**config.mk**
```make
export PLATFORM = sky130hd
export DESIGN_NAME = stack_controller
export DESIGN_NICKNAME = d
export VERILOG_FILES = /design/src/rtl/stack_ctrl_pkg.sv /design/src/rtl/stack_ctrl_outdec.sv /design/src/rtl/stack_controller.sv
export SDC_FILE = /design/constraint.sdc
export NUM_CORES = 1
export LEC_CHECK = 0
export CORE_AREA = 2 2 39 41
export DETAILED_ROUTE_END_ITERATION = 7
export DIE_AREA = 0 0 41 43
export PLACE_DENSITY_LB_ADDON = 0.05
export SYNTH_ARGS = -nofsm -noshare
export SYNTH_HDL_FRONTEND = slang
export SYNTH_SLANG_ARGS = --single-unit
```
**constraint.sdc**
```tcl
create_clock -name clk -period 1.5 [get_ports clk]
set_clock_uncertainty 0.1 [all_clocks]
set_input_delay 0.15 -clock clk [delete_from_list [all_inputs] [get_ports clk]]
set_output_delay 0.15 -clock clk [all_outputs]
set_load 0.05 [all_outputs]
```
**src/rtl/stack_ctrl_pkg.sv**
```systemverilog
// Shared definitions for the stack-machine controller: state encoding,
// opcode and ALU operation constants, and the packed control vector.
package stack_ctrl_pkg;

    localparam logic [3:0] ST_IF    = 4'd0;
    localparam logic [3:0] ST_ID    = 4'd1;
    localparam logic [3:0] ST_POPA  = 4'd2;
    localparam logic [3:0] ST_POPB  = 4'd3;
    localparam logic [3:0] ST_EXEC  = 4'd4;
    localparam logic [3:0] ST_WB    = 4'd5;
    localparam logic [3:0] ST_MRD   = 4'd6;
    localparam logic [3:0] ST_MPUSH = 4'd7;
    localparam logic [3:0] ST_MWR   = 4'd8;
    localparam logic [3:0] ST_JZCHK = 4'd9;

    typedef enum logic [3:0] {
        S_IF    = ST_IF,
        S_ID    = ST_ID,
        S_POPA  = ST_POPA,
        S_POPB  = ST_POPB,
        S_EXEC  = ST_EXEC,
        S_WB    = ST_WB,
        S_MRD   = ST_MRD,
        S_MPUSH = ST_MPUSH,
        S_MWR   = ST_MWR,
        S_JZCHK = ST_JZCHK
    } state_e;

    localparam logic [2:0] OP_ADD  = 3'b000;
    localparam logic [2:0] OP_SUB  = 3'b001;
    localparam logic [2:0] OP_AND  = 3'b010;
    localparam logic [2:0] OP_NOT  = 3'b011;
    localparam logic [2:0] OP_PUSH = 3'b100;
    localparam logic [2:0] OP_POP  = 3'b101;
    localparam logic [2:0] OP_JMP  = 3'b110;
    localparam logic [2:0] OP_JZ   = 3'b111;

    localparam logic [1:0] ALU_ADD = 2'b00;
    localparam logic [1:0] ALU_SUB = 2'b01;
    localparam logic [1:0] ALU_AND = 2'b10;
    localparam logic [1:0] ALU_NOT = 2'b11;

    typedef struct packed {
        logic       pc_write;
        logic       pc_write_cond;
        logic       pc_src;
        logic       iord;
        logic       mem_read;
        logic       mem_write;
        logic       ir_write;
        logic       m_to_s;
        logic       ld_a;
        logic       ld_b;
        logic       src_a;
        logic       src_b;
        logic       push;
        logic       pop;
        logic       tos;
        logic [1:0] alu_op;
    } ctrl_t;

    // Two-operand arithmetic/logic instructions pop both A and B.
    function automatic logic is_binop(input logic [2:0] op);
        return (op == OP_ADD) || (op == OP_SUB) || (op == OP_AND);
    endfunction

    // ALU operation used in EXEC for each arithmetic opcode.
    function automatic logic [1:0] alu_op_for(input logic [2:0] op);
        case (op)
            OP_SUB:  return ALU_SUB;
            OP_AND:  return ALU_AND;
            OP_NOT:  return ALU_NOT;
            default: return ALU_ADD;
        endcase
    endfunction

endpackage

```
**src/rtl/stack_ctrl_outdec.sv**
```systemverilog
// Control-vector decoder: maps the current FSM state (plus opcode in ID and
// EXEC) onto every datapath strobe. Purely combinational.
module stack_ctrl_outdec
    import stack_ctrl_pkg::*;
#(
    parameter int OPW = 3
) (
    input  state_e         state,
    input  logic [OPW-1:0] opcode,
    output ctrl_t          ctrl
);

    // Moore decode; anything not set for a state stays 0.
    always_comb begin
        ctrl = '0;
        case (state)
            S_IF: begin
                ctrl.mem_read = 1'b1;
                ctrl.ir_write = 1'b1;
                ctrl.src_a    = 1'b1;
                ctrl.src_b    = 1'b1;
                ctrl.alu_op   = ALU_ADD;
                ctrl.pc_write = 1'b1;
            end
            S_ID: begin
                if (opcode == OP_JMP) begin
                    ctrl.pc_src   = 1'b1;
                    ctrl.pc_write = 1'b1;
                end else if (opcode == OP_JZ) begin
                    ctrl.tos = 1'b1;
                end
            end
            S_POPA: begin
                ctrl.pop  = 1'b1;
                ctrl.ld_a = 1'b1;
            end
            S_POPB: begin
                ctrl.pop  = 1'b1;
                ctrl.ld_b = 1'b1;
            end
            S_EXEC: begin
                ctrl.alu_op = alu_op_for(opcode);
            end
            S_WB: begin
                ctrl.push = 1'b1;
            end
            S_MRD: begin
                ctrl.iord     = 1'b1;
                ctrl.mem_read = 1'b1;
            end
            S_MPUSH: begin
                ctrl.m_to_s = 1'b1;
                ctrl.push   = 1'b1;
            end
            S_MWR: begin
                ctrl.iord      = 1'b1;
                ctrl.mem_write = 1'b1;
            end
            S_JZCHK: begin
                ctrl.pc_src        = 1'b1;
                ctrl.pc_write_cond = 1'b1;
            end
            default: ;
        endcase
    end

endmodule

```
**src/rtl/stack_controller.sv**
```systemverilog
// Multi-cycle fetch/decode/execute controller for the stack-machine datapath.
// Optional build macro STACK_CTRL_PERF_EN adds a saturating retired-instruction
// counter on port instr_cnt; the FSM is identical either way.
//
// state | meaning
// IF    | fetch instruction, PC <= PC+1
// ID    | decode; JMP loads PC here, JZ presents stack top
// POPA  | pop operand into A
// POPB  | pop operand into B
// EXEC  | ALU operates on A,B
// WB    | push ALU result
// MRD   | read memory at IR[4:0]
// MPUSH | push MDR
// MWR   | write A to memory at IR[4:0]
// JZCHK | conditional PC load on zero flag
module stack_controller
    import stack_ctrl_pkg::*;
#(
    parameter int OPW = 3
`ifdef STACK_CTRL_PERF_EN
    ,
    parameter int CNT_W = 16
`endif
) (
    input  logic           clk,
    input  logic           rst,
    input  logic [OPW-1:0] opcode,
    output logic           pcWrite,
    output logic           pcWriteCond,
    output logic           pcSrc,
    output logic           IorD,
    output logic           memRead,
    output logic           memWrite,
    output logic           IRWrite,
    output logic           MtoS,
    output logic           ldA,
    output logic           ldB,
    output logic           srcA,
    output logic           srcB,
    output logic           push,
    output logic           pop,
    output logic           tos,
    output logic [1:0]     ALUOp
`ifdef STACK_CTRL_PERF_EN
    ,
    output logic [CNT_W-1:0] instr_cnt
`endif
);

    state_e state_q, state_d;
    ctrl_t  ctrl_raw;
    ctrl_t  ctrl;

    // Next-state selection.
    always_comb begin
        state_d = state_q;
        case (state_q)
            S_IF:    state_d = S_ID;
            S_ID: begin
                case (opcode)
                    OP_PUSH: state_d = S_MRD;
                    OP_JMP:  state_d = S_IF;
                    OP_JZ:   state_d = S_JZCHK;
                    default: state_d = S_POPA;
                endcase
            end
            S_POPA: begin
                if (is_binop(opcode))       state_d = S_POPB;
                else if (opcode == OP_NOT)  state_d = S_EXEC;
                else                        state_d = S_MWR;
            end
            S_POPB:  state_d = S_EXEC;
            S_EXEC:  state_d = S_WB;
            S_WB:    state_d = S_IF;
            S_MRD:   state_d = S_MPUSH;
            S_MPUSH: state_d = S_IF;
            S_MWR:   state_d = S_IF;
            S_JZCHK: state_d = S_IF;
            default: state_d = S_IF;
        endcase
    end

    // State register with synchronous reset back to fetch.
    always_ff @(posedge clk) begin
        if (!rst) state_q <= S_IF;
        else      state_q <= state_d;
    end

    stack_ctrl_outdec #(.OPW(OPW)) u_outdec (
        .state  (state_q),
        .opcode (opcode),
        .ctrl   (ctrl_raw)
    );

    // Reset holds every strobe low immediately, so an abandoned instruction
    // never leaks a partial strobe in the reset cycle.
    always_comb begin
        ctrl = rst ? ctrl_raw : '0;
    end

    assign pcWrite     = ctrl.pc_write;
    assign pcWriteCond = ctrl.pc_write_cond;
    assign pcSrc       = ctrl.pc_src;
    assign IorD        = ctrl.iord;
    assign memRead     = ctrl.mem_read;
    assign memWrite    = ctrl.mem_write;
    assign IRWrite     = ctrl.ir_write;
    assign MtoS        = ctrl.m_to_s;
    assign ldA         = ctrl.ld_a;
    assign ldB         = ctrl.ld_b;
    assign srcA        = ctrl.src_a;
    assign srcB        = ctrl.src_b;
    assign push        = ctrl.push;
    assign pop         = ctrl.pop;
    assign tos         = ctrl.tos;
    assign ALUOp       = ctrl.alu_op;

`ifdef STACK_CTRL_PERF_EN
    logic [CNT_W-1:0] cnt_q, cnt_d;
    logic             retire;

    // Every path back into IF from a non-IF state ends an instruction.
    always_comb begin
        retire = (state_d == S_IF) && (state_q != S_IF);
        cnt_d  = cnt_q;
        if (retire && (cnt_q != '1)) cnt_d = cnt_q + 1'b1;
    end

    // Retired-instruction counter, saturating at all-ones.
    always_ff @(posedge clk) begin
        if (!rst) cnt_q <= '0;
        else      cnt_q <= cnt_d;
    end

    assign instr_cnt = rst ? cnt_q : '0;
`endif

    a_push_pop_excl: assert property (@(posedge clk) !(push && pop));
    a_mem_rw_excl:   assert property (@(posedge clk) !(memRead && memWrite));
    a_state_valid:   assert property (@(posedge clk) disable iff (!rst)
        state_q inside {S_IF, S_ID, S_POPA, S_POPB, S_EXEC, S_WB,
                        S_MRD, S_MPUSH, S_MWR, S_JZCHK});

endmodule

```
-- Word level (Yosys, flattened, before mapping)
Cells that the tools add are included.
- equal/unequal tests: 15
- reduce and logical (&&, ||, !) cells: 8
- mux-type cells: 24
- operators by type and width (operator ; count):
    $pmux 4 s6 ; 1
    $mux 17 ; 1
    $eq 4x3->1 const B ; 4
    $mux 1 ; 14
    $pmux 4 s3 ; 1
    $eq 3x3->1 const B ; 3
    $eq 4x2->1 const B ; 2
    $eq 4x4->1 const B ; 2
    $mux 4 ; 2
    $reduce_or 2->1 ; 4
    $eq 3x2->1 const B ; 2
    $pmux 2 s3 ; 1
    $eq 4x1->1 const B ; 1
    $logic_not 4->1 ; 1
    $mux 2 ; 2
    $pmux 1 s2 ; 2
    $eq 3x1->1 const B ; 1
    $logic_not 3->1 ; 1
    $logic_or 1x1->1 ; 2
- input bits: 5
- word-level logic and storage cells: 48
- register bits after elaboration: 4
- output and inout port bits: 17

-- Longest topological paths before layout
- word-level depth: 5
- mapped depth: 5

-- By module
A second synthesis with hierarchy kept.
- cells, all modules: 75
- area total of the unflattened synthesis: 534.3 µm²
- by module, submodules not included (module ; times used ; sequential area each (µm²) ; area an instance (µm²) ; cells each):
    stack_controller ; 1 ; 80.1 ; 339.1 ; 46
    stack_ctrl_outdec ; 1 ; 0.0 ; 195.2 ; 29

-- Worst setup path before layout
No wires, ideal clock.
- path type: flip-flop to output port
- start: reg state_q[1]
- end: out memRead
- stages on the path, launching flop included: 4
- path slack: -0.889 ns
- buffers on the path: 1
- arrival time: 2.139 ns
- required time: 1.250 ns
- cell sequence: dfxtp_1 > buf_2 > and2b_1 > nor4_1
- word-level cells in the longest chain between the ends: 4
- elaborated cells between the ends (all ways): 5
- classes of those cells: eq/ne (1); mux (2); reduce/logical (2)
- ends and longest elaborated chain (item ; line ; RTL):
    start, declared ; stack_controller.sv:50 ; state_e state_q, state_d;
    start signal, assigned ; stack_controller.sv:86 ; else state_q <= state_d;
    $eq 4x3->1 / $logic_not 4->1 (equally long branches) ; stack_ctrl_outdec.sv:16 ; case (state)
    $reduce_or 2->1 (no line) * ; - ;
    $mux 1 * ; stack_ctrl_outdec.sv:16 ;
    $mux 17 * ; stack_controller.sv:98 ; ctrl = rst ? ctrl_raw : '0;
    end, declared ; stack_controller.sv:32 ; output logic memRead,
Mark *: on every way between the ends. The rest lies on a longest branch, timed or not.

-- Worst setup path in the final report
- start: reg state_q[2]
- end: out pcSrc
- word-level cells in the longest chain between the ends: 3
- elaborated cells between the ends (all ways): 4
- classes of those cells: eq/ne (2); mux (2)
- ends and longest elaborated chain (item ; line ; RTL):
    $eq 4x4->1 / $eq 4x1->1 (equally long branches) ; stack_ctrl_outdec.sv:16 ;
    $pmux 1 s2 * ; stack_ctrl_outdec.sv:16 ;
    $mux 17 * ; stack_controller.sv:98 ;
    end, declared ; stack_controller.sv:30 ; output logic pcSrc,
Marked as above.

==> metrics.yaml <==
irDropWorstVdd_v: 0.0008684
fin_area_um2: 1264
die_area_um2: 1763
initial_core_util: 0.3183
ys_warn_count: 0
whs_ns: 0.4655
synth_flop_cell: "dfxtp_1"
synth-edff-count: 0
hp-start: "rst"
max_freq_ghz: 0.5833
track_usage: 0.2359
nNetsFinal: 116
worst_setup_path_end_kind: "output pin"
maxSlewHeadroom: 0.8175
clk_latency_ns: 0.26
fin_crit_ns: 1.714
setup_ws_ns: -0.2145
drt-total-wl_um: 2202
worstSetupPathType: "reg -> out"
grt_pass1_wl_um: 2870
hold_depth: 3
clock-sinks: 4
worstPathMaxFanout: 5
status: "complete, but fails checks"
clockBufferDepth: 2
ioPinCount: 22
async_reset_ff_frac: 0
routed-wl-met2_um: 1219
seq_area_frac_synth: 0.1818
cts_hold_buf: 0
dr_wl_met3_um: 103
placed_area_um2: 1030
synth-seq-cells: 4
h-tree-depth: 1
grt_pass1_vias: 646
reg2reg_depth: 6
coreArea_um2: 1384
die_w_um: 41
nFillCells: 51
hpwl_um: 1124
grt-ovfl-total: 0
layout_common_cells: "buf_12 (19), buf_4 (16), nor2_4 (6), buf_6 (6), nand2_1 (5)"
finalSetupViolCount: 18
drt_iter0_markers: 20
fin_util: 0.9132
period_share: 1.143
failed_checks: "setup timing"
rsz0062_at_grt: "true"
n_antenna_cell: 0
row_count: 14
postSynthAreaPerCell_um2: 6.673
maxSlewViolCount: 0
antenna_found_initial: 0
ys_types: 28
wl_met1_um: 820
route.detailed.drc: 0
top_register: "state_q"
finalSetupTns_ns: -2.419
cap_violations: 0
clk_pin_slew_ns: 0.05
p_leak_nw: 0.5105
cts_inserted_buffers: 3
top_layer: "met4"
clock_tree.root_cell: "clkbuf_4"
num_vias: 704
hold_viol_final: 0
worstSetupStartpointType: "flop"
io_buffer_count: 21
crit-reg2reg-launch: "state_q[2]$_SDFF_PN0_"
worst_slew_pin_slew_ns: 0.2717
postSynthCellCount: 66
layout_commonest_cell: "buf_12"
routed_via_density: 5.632
p_total_mw: 1.035
area_growth_pct: 186.9
largest_reg_flops: 4
hold_class: "in -> reg"
arrival_ns: 1.46
reg_top3: "state_q x4"
drive_above_1_share: 0.6697
die_y_um: 43
syn_nets: 71
synth.cell_area_um2: 440.4
postRouteAntennaNets: 0
powerDensity_nw_per_um2: 819.4
gp_congestion: 0.8452
crit_start: "state_q[2]$_SDFF_PN0_"
grt_max_degree: 15
wl_per_cell_um: 17.62
cts_tree: "built"
dr.pass1.iters: 4
crit_required_ns: 1.25
routing by layer:
metal  up-vias  track usage
met5         -            0
met4         0      0.04000
met3         6      0.06283
met2        34       0.3875
met1       343       0.2990
li1        321            -
Yosys cell counts (3+ instances only):
library cell	count	area, um2
dfxtp_1	4	80.08
nand2b_1	3	18.77
a21oi_1	5	25.02
nor4_1	3	18.77
nand2_1	7	26.28
and2b_1	4	30.03
nor3_1	3	15.01
nor2_1	9	33.78
buf_2	3	15.01
critical path, stage by stage (launching register included):
cell and delay, ns:
dfxtp_4 0.37, buf_6 0.13, nand3b_1 0.22, buf_6 0.17, o32ai_4 0.14, buf_12 0.17
layout make-up:
class	count	area, um2	share of cell area
Timing Repair Buffer	45	606.8	0.4802
Multi-Input combinational cell	55	518.0	0.4099
Sequential cell	4	88.84	0.07030
Clock buffer	3	22.52	0.01782
Tap cell	16	20.02	0.01584
Inverter	2	7.507	0.005941
repair_timing:
action,CTS,global route
pin swaps,6,13
gates resized for setup,18,14
endpoints found under the setup margin,17,18
setup buffers,8,2
power by group:
part | switching [mW] | total (mW) | internal [mW]
clock network | 0.0624 | 0.153 | 0.0907
registers | 0.0192 | 0.141 | 0.122
logic | 0.388 | 0.742 | 0.354
total | 0.469 | 1.04 | 0.566
stage by stage:
step | std cells | setup slack (ns)
after floorplan | 66 | -0.1215
after global placement | 112 | -0.1807
after detailed placement | 112 | -0.2375
after CTS | 123 | -0.1687
after global routing | 125 | -0.2641
final | 125 | -0.2145
final timing paths:
check | slack (ns) | endpoint
max | -0.21 | pcSrc
min | 0.47 | state_q[3]$_SDFF_PN0_
max reg2reg | -0.03 | state_q[2]$_SDFF_PN0_
min reg2reg | 0.65 | state_q[2]$_SDFF_PN0_
cells by family (layout without fill, tap and decap cells):
logic type	Yosys count	after routing	share of synthesized area
AND/OR/NAND/NOR	43	43	0.5455
AO/OA/AOI/OAI	11	11	0.1648
buffers and inverters	7	50	0.08521
flip-flops	4	4	0.1818
multiplexers	1	1	0.02273
Power figures use the tool's default switching activity.
